### config.mk
export PLATFORM = sky130hd
export DESIGN_NAME = pipeline_hazard_controller_flat
export DESIGN_NICKNAME = d
export VERILOG_FILES = /design/src/rtl/pipeline_hazard_controller_if.sv /design/src/rtl/pipeline_hazard_controller.sv /design/src/flat_wrapper.sv
export SDC_FILE = /design/constraint.sdc
export NUM_CORES = 1
export LEC_CHECK = 0
export BUFFER_PORTS_ARGS = -buffer_cell sky130_fd_sc_hd__buf_2
export CAP_MARGIN = 20
export CORE_MARGIN = 8
export CORE_UTILIZATION = 35
export CTS_CLUSTER_SIZE = 30
export DETAILED_ROUTE_END_ITERATION = 16
export PLACE_DENSITY_LB_ADDON = 0.2
export SYNTH_ARGS = -nofsm -noshare
export SYNTH_HDL_FRONTEND = slang
export SYNTH_SLANG_ARGS = --single-unit
### constraint.sdc
create_clock -name clk -period 1.8 [get_ports clk]
set_clock_uncertainty 0.1 [all_clocks]
set_input_delay 0.09 -clock clk [delete_from_list [all_inputs] [get_ports clk]]
set_output_delay 0.09 -clock clk [all_outputs]
set_load 0.005 [all_outputs]
### src/rtl/pipeline_hazard_controller_if.sv
// Hazard-control bundle between the datapath hazard-detect logic and the sequencer.
// master: datapath side (drives hazard terms); slave: sequencer side (drives enables/flushes/perf).
interface pipeline_hazard_controller_if;
   logic        load_use;
   logic        branch_taken;
   logic        mem_busy;
   logic        pc_we;
   logic        ifid_we;
   logic        ifid_flush;
   logic        idex_flush;
   logic        exmem_we;
   logic [31:0] stall_cycles;
   logic [31:0] flush_cycles;

   modport master (
      output load_use, branch_taken, mem_busy,
      input  pc_we, ifid_we, ifid_flush, idex_flush, exmem_we, stall_cycles, flush_cycles
   );

   modport slave (
      input  load_use, branch_taken, mem_busy,
      output pc_we, ifid_we, ifid_flush, idex_flush, exmem_we, stall_cycles, flush_cycles
   );
endinterface

### src/rtl/pipeline_hazard_controller.sv
// Stall/flush sequencer for the 5-stage pipe; perf counters enabled by HAZARD_PERF_CNT_EN.
// Latency: controls are Mealy (same cycle as hazard terms); state/cnt advance on posedge clk.
// Backpressure: mem_busy freezes every stage enable and holds the sequencer state.
module pipeline_hazard_controller #(
   parameter int LOAD_LATENCY   = 1,
   parameter int BRANCH_PENALTY = 1
) (
   input  logic                             clk,
   input  logic                             reset,
   pipeline_hazard_controller_if.slave      hz
);

   if (LOAD_LATENCY < 1 || LOAD_LATENCY > 7) begin : g_bad_load_latency
      $error("LOAD_LATENCY must be in 1..7");
   end
   if (BRANCH_PENALTY < 1 || BRANCH_PENALTY > 7) begin : g_bad_branch_penalty
      $error("BRANCH_PENALTY must be in 1..7");
   end

   typedef enum logic [1:0] {RUN, LU_STALL, BR_FLUSH} state_t;

   typedef struct packed {
      logic pc_we;
      logic ifid_we;
      logic ifid_flush;
      logic idex_flush;
      logic exmem_we;
   } ctl_t;

   localparam ctl_t CTL_RUN    = ctl_t'(5'b11001);
   localparam ctl_t CTL_BR     = ctl_t'(5'b11111);
   localparam ctl_t CTL_LU     = ctl_t'(5'b00011);
   localparam ctl_t CTL_FREEZE = ctl_t'(5'b00000);
   localparam ctl_t CTL_RST    = ctl_t'(5'b00110);

   localparam bit       LU_MULTI = (LOAD_LATENCY > 1);
   localparam bit       BR_MULTI = (BRANCH_PENALTY > 1);
   localparam logic [2:0] LU_CNT = 3'(LOAD_LATENCY - 1);
   localparam logic [2:0] BR_CNT = 3'(BRANCH_PENALTY - 1);

   state_t     state_q, state_d;
   logic [2:0] cnt_q, cnt_d;
   ctl_t       ctl;

   always_ff @(posedge clk) begin
      if (reset) begin
         state_q <= RUN;
         cnt_q   <= 3'd0;
      end else begin
         state_q <= state_d;
         cnt_q   <= cnt_d;
      end
   end

   always_comb begin
      state_d = state_q;
      cnt_d   = cnt_q;
      if (!hz.mem_busy) begin
         unique case (state_q)
            RUN, LU_STALL: begin
               // A taken branch squashes the ID instruction, so it overrides any load-use stall.
               if (hz.branch_taken) begin
                  if (BR_MULTI) begin
                     state_d = BR_FLUSH;
                     cnt_d   = BR_CNT;
                  end else begin
                     state_d = RUN;
                     cnt_d   = 3'd0;
                  end
               end else if (state_q == RUN) begin
                  if (hz.load_use && LU_MULTI) begin
                     state_d = LU_STALL;
                     cnt_d   = LU_CNT;
                  end
               end else if (cnt_q <= 3'd1) begin
                  state_d = RUN;
                  cnt_d   = 3'd0;
               end else begin
                  cnt_d = cnt_q - 3'd1;
               end
            end
            BR_FLUSH: begin
               if (cnt_q <= 3'd1) begin
                  state_d = RUN;
                  cnt_d   = 3'd0;
               end else begin
                  cnt_d = cnt_q - 3'd1;
               end
            end
            default: begin
               state_d = RUN;
               cnt_d   = 3'd0;
            end
         endcase
      end
   end

   always_comb begin
      ctl = CTL_RUN;
      if (reset) begin
         ctl = CTL_RST;
      end else if (hz.mem_busy) begin
         ctl = CTL_FREEZE;
      end else begin
         unique case (state_q)
            RUN: begin
               if (hz.branch_taken)  ctl = CTL_BR;
               else if (hz.load_use) ctl = CTL_LU;
            end
            LU_STALL: ctl = hz.branch_taken ? CTL_BR : CTL_LU;
            BR_FLUSH: ctl = CTL_BR;
            default:  ctl = CTL_RUN;
         endcase
      end
   end

   assign hz.pc_we      = ctl.pc_we;
   assign hz.ifid_we    = ctl.ifid_we;
   assign hz.ifid_flush = ctl.ifid_flush;
   assign hz.idex_flush = ctl.idex_flush;
   assign hz.exmem_we   = ctl.exmem_we;

`ifdef HAZARD_PERF_CNT_EN
   logic [31:0] stall_q;
   logic [31:0] flush_q;

   always_ff @(posedge clk) begin
      if (reset) begin
         stall_q <= 32'h0;
         flush_q <= 32'h0;
      end else begin
         if (!ctl.pc_we && stall_q != 32'hFFFF_FFFF)     stall_q <= stall_q + 32'd1;
         if (ctl.ifid_flush && flush_q != 32'hFFFF_FFFF) flush_q <= flush_q + 32'd1;
      end
   end

   assign hz.stall_cycles = stall_q;
   assign hz.flush_cycles = flush_q;
`else
   assign hz.stall_cycles = 32'h0;
   assign hz.flush_cycles = 32'h0;
`endif

endmodule

### src/flat_wrapper.sv
// flat-port wrapper written by rule: the top's interface ports become plain ports
module pipeline_hazard_controller_flat 
#(
   parameter int LOAD_LATENCY   = 1,
   parameter int BRANCH_PENALTY = 1
)
  (clk, reset, hz_load_use, hz_branch_taken, hz_mem_busy, hz_pc_we, hz_ifid_we, hz_ifid_flush, hz_idex_flush, hz_exmem_we, hz_stall_cycles, hz_flush_cycles);
  pipeline_hazard_controller_if hz_i ();
  input  logic clk;
  input  logic reset;
  input wire logic [$bits(hz_i.load_use)-1:0] hz_load_use;
  input wire logic [$bits(hz_i.branch_taken)-1:0] hz_branch_taken;
  input wire logic [$bits(hz_i.mem_busy)-1:0] hz_mem_busy;
  output wire logic [$bits(hz_i.pc_we)-1:0] hz_pc_we;
  output wire logic [$bits(hz_i.ifid_we)-1:0] hz_ifid_we;
  output wire logic [$bits(hz_i.ifid_flush)-1:0] hz_ifid_flush;
  output wire logic [$bits(hz_i.idex_flush)-1:0] hz_idex_flush;
  output wire logic [$bits(hz_i.exmem_we)-1:0] hz_exmem_we;
  output wire logic [$bits(hz_i.stall_cycles)-1:0] hz_stall_cycles;
  output wire logic [$bits(hz_i.flush_cycles)-1:0] hz_flush_cycles;
  assign hz_i.load_use = hz_load_use;
  assign hz_i.branch_taken = hz_branch_taken;
  assign hz_i.mem_busy = hz_mem_busy;
  assign hz_pc_we = hz_i.pc_we;
  assign hz_ifid_we = hz_i.ifid_we;
  assign hz_ifid_flush = hz_i.ifid_flush;
  assign hz_idex_flush = hz_i.idex_flush;
  assign hz_exmem_we = hz_i.exmem_we;
  assign hz_stall_cycles = hz_i.stall_cycles;
  assign hz_flush_cycles = hz_i.flush_cycles;
  pipeline_hazard_controller #(.LOAD_LATENCY(LOAD_LATENCY), .BRANCH_PENALTY(BRANCH_PENALTY)) u_core (.clk(clk), .reset(reset), .hz(hz_i));
endmodule
; ---- Yosys cells after proc, flatten, opt, wreduce, memory -nomap -nowiden
; Index checks and enable logic that the tools add are counted.
[classes]
addsub = 1
order_cmp = 1
eq_ne = 3
muxes = 14
n_bitwise = 1
n_reduce_logical = 3
[op_table]
columns = cell, count
row1 = 2-to-1 mux 5 bit, 5
row2 = one-hot mux 5 bit (3 select lines), 1
row3 = 2-to-1 mux 3 bit, 3
row4 = 2-to-1 mux 2 bit, 3
row5 = one-hot mux 3 bit (2 select lines), 1
row6 = one-hot mux 2 bit (2 select lines), 1
row7 = "less-or-equal comparator 3 x 1 -> 1 bit, second input constant", 1
row8 = "inequality test 3 bit, second input constant", 1
row9 = "subtractor 3 x 1 -> 3 bit, second input constant", 1
row10 = "== test 2 x 1 -> 1 bit, second input constant", 1
row11 = "== test 2 bit, second input constant", 1
row12 = zero test 2 bit, 1
row13 = AND reduction 2 bit, 1
row14 = OR reduction 2 bit, 1
row15 = inverter 1 bit, 1
[word_totals]
register_bits = 5
inputBits = 5
out_inout_bits = 69

; ---- Logic depth before layout (Yosys ltp)
; Gate-level depths: netlist (run 1).
[depth]
depth_word = 5
mapped_depth = 6
mapped_depth_nobuf = 6

; ---- Worst setup path before layout (run 1)
; No wires, ideal clock.
[synth_path]
path_kind = flip-flop to flip-flop
start = register u_core.state_q[1]
end = register u_core.cnt_q[0]
setup_ns = 0.070
arrival_time_ns = 1.494
slack_ns = 0.136
stages_incl_launch_ff = 7
n_path_buf = 0
period_less_slack_ns = 1.664
cell_sequence = dfxtp_1 > inv_1 > ha_1 > o21bai_4 > a221o_1 > or3_1 > a21oi_1
[synth_between]
elab_chain_len = 4
[synth_lines]
columns = item, line_no
row1 = "start, declared", pipeline_hazard_controller.sv:41  ; state_t state_q, state_d;
row2 = "start signal, assigned", pipeline_hazard_controller.sv:50  ; state_q <= state_d;
row3 = == test 2 x 1 -> 1 bit / zero test 2 bit (equally long branches), "pipeline_hazard_controller.sv:59, pipeline_hazard_controller.sv:70"
row4 = OR reduction 2 bit, pipeline_hazard_controller.sv:59  ; unique case (state_q)
row5 = inequality test 3 bit (no line), n/a
row6 = AND reduction 2 bit (no line), n/a
row7 = "end signal, assigned", pipeline_hazard_controller.sv:51  ; cnt_q <= cnt_d;
row8 = "end, declared", pipeline_hazard_controller.sv:42  ; logic [2:0] cnt_q, cnt_d;
; Several ways; a longest one is shown, not always the timed one.
; A chain may end at the register's enable or synchronous reset.

; ---- Final worst setup path (run 1)
[layout_path]
start = register u_core.cnt_q[1]
end = register u_core.cnt_q[1]
[layout_between]
elab_chain_len = 5
[layout_lines]
columns = item, line_no
row1 = subtractor 3 x 1 -> 3 bit / less-or-equal comparator 3 x 1 -> 1 bit (equally long branches), n/a
row2 = 2-to-1 mux 3 bit (*), "pipeline_hazard_controller.sv:75, pipeline_hazard_controller.sv:83"
row3 = 2-to-1 mux 3 bit, pipeline_hazard_controller.sv:70  ; end else if (state_q == RUN) begin
row4 = 2-to-1 mux 3 bit, pipeline_hazard_controller.sv:62  ; if (hz.branch_taken) begin
row5 = one-hot mux 3 bit (2 select lines) (*), pipeline_hazard_controller.sv:59
; Every way passes the cells marked *; elsewhere a longest branch is shown, timed or not. The select of a mux whose other input is x is not followed.

==> results of run 1 <==
==> power by group <==
group | internal (mW) | total, mW | leakage (nW) | switching (mW)
Sequential | 0.111 | 0.111 | 0.0413 | 0.00000000000000489
Clock | 0.0840 | 0.132 | 0.0150 | 0.0483
Combinational | 0.0168 | 0.0697 | 0.370 | 0.0530
==> cells in the final DEF, fill, tap and decap left out, types with 2 or more instances in the layout <==
master	Yosys	routed
a21oi_1	5	4
buf_2	0	9
clkbuf_4	0	3
conb_1	1	64
dfxtp_1	5	3
dfxtp_2	0	2
ha_1	6	3
ha_4	0	2
inv_1	7	5
inv_2	0	2
nand2_1	2	2
nor2_1	3	3
nor3_1	2	2
o21ai_0	2	2
o21bai_1	2	2
==> cells by family (layout without fill, tap and decap cells) <==
group / Yosys count / after routing / synth area share
adders and majority gates: 6 / 6 / 0.0840
other: 1 / 64 / 0.00420
buffers and inverters: 72 / 21 / 0.576
AOI/OAI and AO/OA: 15 / 15 / 0.125
muxes: 1 / 1 / 0.0112
DFF: 5 / 5 / 0.112
and+or+nand+nor: 14 / 14 / 0.0883
==> synth_stat cells <==
master and count:
a21o_2 1, or2b_1 1, buf_4 65, nand2b_1 1, inv_1 7, o21bai_1 2, nor3_1 2, o21a_1 1
nor2_1 3, a21oi_1 5, conb_1 1, a221o_1 1, or3_1 2, nor2b_2 1, a211oi_1 1, mux2i_1 1
nor3b_1 1, nand2_1 2, nand3b_1 1, o21bai_4 1, dfxtp_1 5, o21ai_0 2, o31a_1 1, ha_1 6
==> what timing repair did <==
action / in CTS / in global routing
setup buffers: 0 / 1
gates resized for setup: 1 / 10
setup endpoints to repair: 4 / 4
pin swaps: 0 / 1
==> final cells by class <==
| class | count | share of cell area |
|---|---|---|
| multi-input cells | 100 | 0.692 |
| flip-flops and latches | 5 | 0.129 |
| repair buffers | 10 | 0.0659 |
| well taps | 30 | 0.0471 |
| clock buffers | 4 | 0.0330 |
| inverters | 7 | 0.0330 |
==> worst paths after layout <==
check                                    start                      endpoint  slack, ns  cells past startpoint
setup / recovery  u_core.cnt_q[1]$_SDFFE_PP0P_  u_core.cnt_q[1]$_SDFFE_PP0P_       0.10                      6
hold / removal                           reset  u_core.cnt_q[1]$_SDFFE_PP0P_      0.006                      2
setup reg to reg  u_core.cnt_q[1]$_SDFFE_PP0P_  u_core.cnt_q[1]$_SDFFE_PP0P_       0.10                      6
hold reg to reg   u_core.cnt_q[1]$_SDFFE_PP0P_  u_core.cnt_q[1]$_SDFFE_PP0P_       0.38                      2
==> stage by stage <==
step / setup slack (ns) / setup TNS (ns)
floorplan: 0.136 / 0
global placement: 0.0160 / 0
detailed placement: 0.00367 / 0
CTS: 0.00202 / 0
global route: -0.0102 / -0.0143
finish: 0.102 / 0
==> worst max-delay path, cell delays in order, from the launching register on <==
cell and delay, ns:
dfxtp_2 0.33, inv_1 0.05, ha_1 0.17, o21bai_1 0.17
a221o_1 0.36, or3_4 0.34, a21oi_2 0.11
==> flip-flops by register name (all words and copies together), names as in the netlist <==
signal and flops:
u_core.cnt_q 3, u_core.state_q 2
==> metal layers <==
| layer | up-vias | part of all wire |
|---|---|---|
| met4 | 0 | 0.015 |
| met3 | 5 | 0.17 |
| met1 | 232 | 0.35 |
| met5 | - | 0 |
| li1 | 256 | - |
| met2 | 46 | 0.47 |
==> qor.yml, run 1 <==
port_buffers: 9
final_cells: 156
core_um2: 2450
wl_per_cell_um: 9.97
start_kind: "register"
cp-end-kind: "register"
ir_drop_v: 0.000169
cp.required_ns: 1.88
final_area_um2: 797
postRouteAntennaNets: 0
finalHoldViolations: 0
synthCells: 114
dp_hpwl_um: 1400
drtIter0Drc: 2
fin_crit_ns: 1.70
synthTopCellsByArea: "buf_4 55%, dfxtp_1 11%, ha_1 8.4%"
p_leak_nw: 0.427
cts_root_buf: "clkbuf_4"
grt.met2_usage: 0.117
fp-row-count: 18
antenna_found_initial: 0
crit_arrival_ns: 1.77
clock_path_buffers: 2
htreeDepth: 1
critical_path_class: "reg -> reg"
status: "complete, no violations"
multi_input_area_um2: 552
num_vias: 539
clkSinkCount: 5
placed_area_um2: 724
grt_remaining_overflow: 0
netlist_area_um2: 893
grt_max_degree: 9
yosys.area.top_type: "buf_4"
syn_to_final_growth_pct: -10.8
grt_busiest_layer: "met2"
rsz0062_at_grt: "yes"
dp.cells: 151
setup_viol: 0
ff_latch_area_um2: 103
fillers: 275
netlist.area_leader.share: 0.546
drc: 0
finalWirelength_um: 1560
grt_util_met3: 0.0268
dieArea_um2: 4420
finalCritPeriodShare: 0.944
path_max_fanout: 3
ys_ff_latch: 5
yosys.cell_types.count: 24
drt_first_pass_iters: 2
hold_class: "in -> reg"
cts_tree: "done"
cts_buffers: 3
path_clk_slew_ns: 0.04
post-route-util: 0.325
max_clock_freq_ghz: 0.589
first_global_vias: 563
dieWidth_um: 66.5
cap_violations: 0
fin_nets: 138
power_density_nw_per_um2: 393
pin_count: 74
hold-worst-slack_ns: 0.00570
ys_seq_area_frac: 0.112
grt_usage: 0.0641
syn_avg_cell_area_um2: 7.84
via_per_inst: 3.46
finalMaxSlewViolations: 0
holdBufCountCts: 0
total_power_mw: 0.313
start_util: 0.364
gp_congestion: 0.699
diodes: 0
drive_above_1_share: 0.198
met1_usage: 0.0598
yosys_warnings: 0
clkLatencyLatePin_ns: 0.24
die_h_um: 66.5
grt_first_pass_wirelength_um: 2270
Note: power is estimated with default switching activity, not from simulation.
==> run 2, diff against run 1 <==
--- a/config.mk
+++ b/config.mk
@@ -8,7 +8,7 @@
 export BUFFER_PORTS_ARGS = -buffer_cell sky130_fd_sc_hd__buf_2
 export CAP_MARGIN = 20
 export CORE_MARGIN = 8
-export CORE_UTILIZATION = 35
+export CORE_UTILIZATION = 42
 export CTS_CLUSTER_SIZE = 30
 export DETAILED_ROUTE_END_ITERATION = 16
 export PLACE_DENSITY_LB_ADDON = 0.2
==> constraint.sdc (replaced) <==
create_clock -name clk -period 2.07 [get_ports clk]
set_clock_uncertainty 0.1 [all_clocks]
set_input_delay 0.1035 -clock clk [delete_from_list [all_inputs] [get_ports clk]]
set_output_delay 0.1035 -clock clk [all_outputs]
set_load 0.005 [all_outputs]
==> qor.yml, run 2 (synthesis results as in run 1) <==
wl_per_cell_um: 9.70  # -2.7%
critical_path_class: "reg -> reg"
cts_tree: "done"
final_cell_mix: "64 x conb_1, 9 x buf_2, 7 x inv_1"
dp_hpwl_um: 1370  # -2.2%
finalMaxSlewViolations: 0  # unchanged
start_util: 0.451  # +0.0868
antenna_found_initial: 0  # unchanged
core_um2: 1980  # -19%
worst_path_max_delay_cell: "a221o_1"
path_max_fanout: 5  # +2
finalWirelength_um: 1480  # -5.2%
first_global_vias: 547  # -2.8%
finalCritPeriodShare: 0.881  # -0.0624
clkSinkCount: 5  # unchanged
post_cts_buffers: 0  # unchanged
cp.required_ns: 2.13  # +0.25 ns
pin_count: 74  # unchanged
crit_arrival_ns: 1.89  # +0.12 ns
setup_viol: 0  # unchanged
postRouteAntennaNets: 0  # unchanged
dieWidth_um: 62.1  # -6.6%
fillers: 222  # -19%
cap_violations: 0  # unchanged
diodes: 0  # unchanged
grt_first_pass_wirelength_um: 2370  # +4.2%
fin_nets: 137  # -0.72%
path_clk_slew_ns: 0.04  # about the same
cts_buffers: 3  # unchanged
die_h_um: 62.1  # -6.6%
dieArea_um2: 3860  # -13%
via_per_inst: 3.43  # -0.61%
fin_crit_ns: 1.82  # +0.126 ns
clkLatencyLatePin_ns: 0.23  # about the same
largest_register_ffs: 3  # unchanged
grt_remaining_overflow: 0  # unchanged
start_kind: "register"
finalSetupTns_ns: 0  # unchanged
cts_repair_resize_count: 0  # -1
drive_above_1_share: 0.120  # -0.0784
gp_congestion: 0.686  # -1.9%
cpPeakStageDelay_ns: 0.38  # +0.02 ns
p_leak_nw: 0.418  # -2.1%
status: "complete, no violations"
regMostFlops: "u_core.cnt_q"
num_vias: 522  # -3.2%
power_density_nw_per_um2: 356  # -9.5%
grt_usage: 0.0686  # +0.00449
max_clock_freq_ghz: 0.548  # -6.9%
drt_first_pass_iters: 1  # -1
cp-end-kind: "register"
holdBufCountCts: 0  # unchanged
total_power_mw: 0.266  # -15%
clock_path_buffers: 2  # unchanged
finalHoldViolations: 0  # unchanged
fp-row-count: 16  # -2
port_buffers: 9  # unchanged
ir_drop_v: 0.000157  # -6.9%
grt_max_degree: 9  # unchanged
final_common_cell: "conb_1"
reg.largest.list: "u_core.cnt_q x3, u_core.state_q x2"
hold_class: "in -> reg"
htreeDepth: 1  # unchanged
rsz0062_at_grt: "no"
path_cells: "inv_1 -> ha_1 -> o21bai_4 -> a221o_1 -> or3_1 -> a21oi_1"
syn_to_final_growth_pct: -16.4
cts_root_buf: "clkbuf_4"
drc: 0  # unchanged
drtIter0Drc: 0  # -2
run 2: cell count changes in the layout (fill, tap and decap cells not counted), sizes merged:
cell | before | now
buf | 10 | 9
run 2: metrics by stage:
| stage | worst slack, ns | instances | util | hold WS (ns) | instance area [um2] |
|---|---|---|---|---|---|
| 2_1_floorplan | 0.406 | 177 | - | 0.0726 | 1130 |
| 3_3_place_gp | 0.279 | 148 | 0.364 | 0.281 | 721 |
| 3_5_place_dp | 0.275 | 148 | 0.364 | 0.277 | 721 |
| 4_1_cts | 0.233 | 152 | 0.377 | 0.0264 | 747 |
| 5_1_grt | 0.122 | 152 | 0.377 | 0.0433 | 747 |
| 6_report | 0.246 | 152 | 0.377 | 0.0320 | 747 |
run 2: final timing paths:
path                                   from                            to  slack [ns]  depth (start not counted)
max          u_core.state_q[1]$_SDFFE_PP0P_  u_core.cnt_q[0]$_SDFFE_PP0P_        0.25                          6
min reg2reg    u_core.cnt_q[1]$_SDFFE_PP0P_  u_core.cnt_q[1]$_SDFFE_PP0P_        0.37                          2
max reg2reg  u_core.state_q[1]$_SDFFE_PP0P_  u_core.cnt_q[0]$_SDFFE_PP0P_        0.25                          6
min                                   reset  u_core.cnt_q[1]$_SDFFE_PP0P_        0.03                          2
run 2: worst max-delay path, delay by kind of cell (launching register included):
kind / cells / cell delay [ns]
compound gates: 3 / 0.60
flops: 1 / 0.32
simple gates: 1 / 0.32
fa+ha+maj: 1 / 0.28
buf+inv: 1 / 0.13
run 2: per-layer routing:
layer  wire (um)  up-vias  global-route usage  part of all wire
met5           0        -                   0                 0
met4           0        0             0.00875                 0
met3         226        0              0.0609              0.15
met2         734       41               0.116              0.50
met1         514      226              0.0613              0.35
li1            -      255                   -                 -
run 2: cell type report:
cell class                      instances  area [um2]  area share
Clock buffer                            4        26.3      0.0352
Sequential cell                         5         100       0.134
Multi-Input combinational cell        100         515       0.690
Inverter                                7        26.3      0.0352
Tap cell                               27        33.8      0.0452
Timing Repair Buffer                    9        45.0      0.0603
run 2: where the power goes:
part	total [mW]	switching (mW)	internal [mW]
Sequential	0.0966	0.00000000000000425	0.0966
Clock	0.109	0.0367	0.0727
Combinational	0.0595	0.0450	0.0146
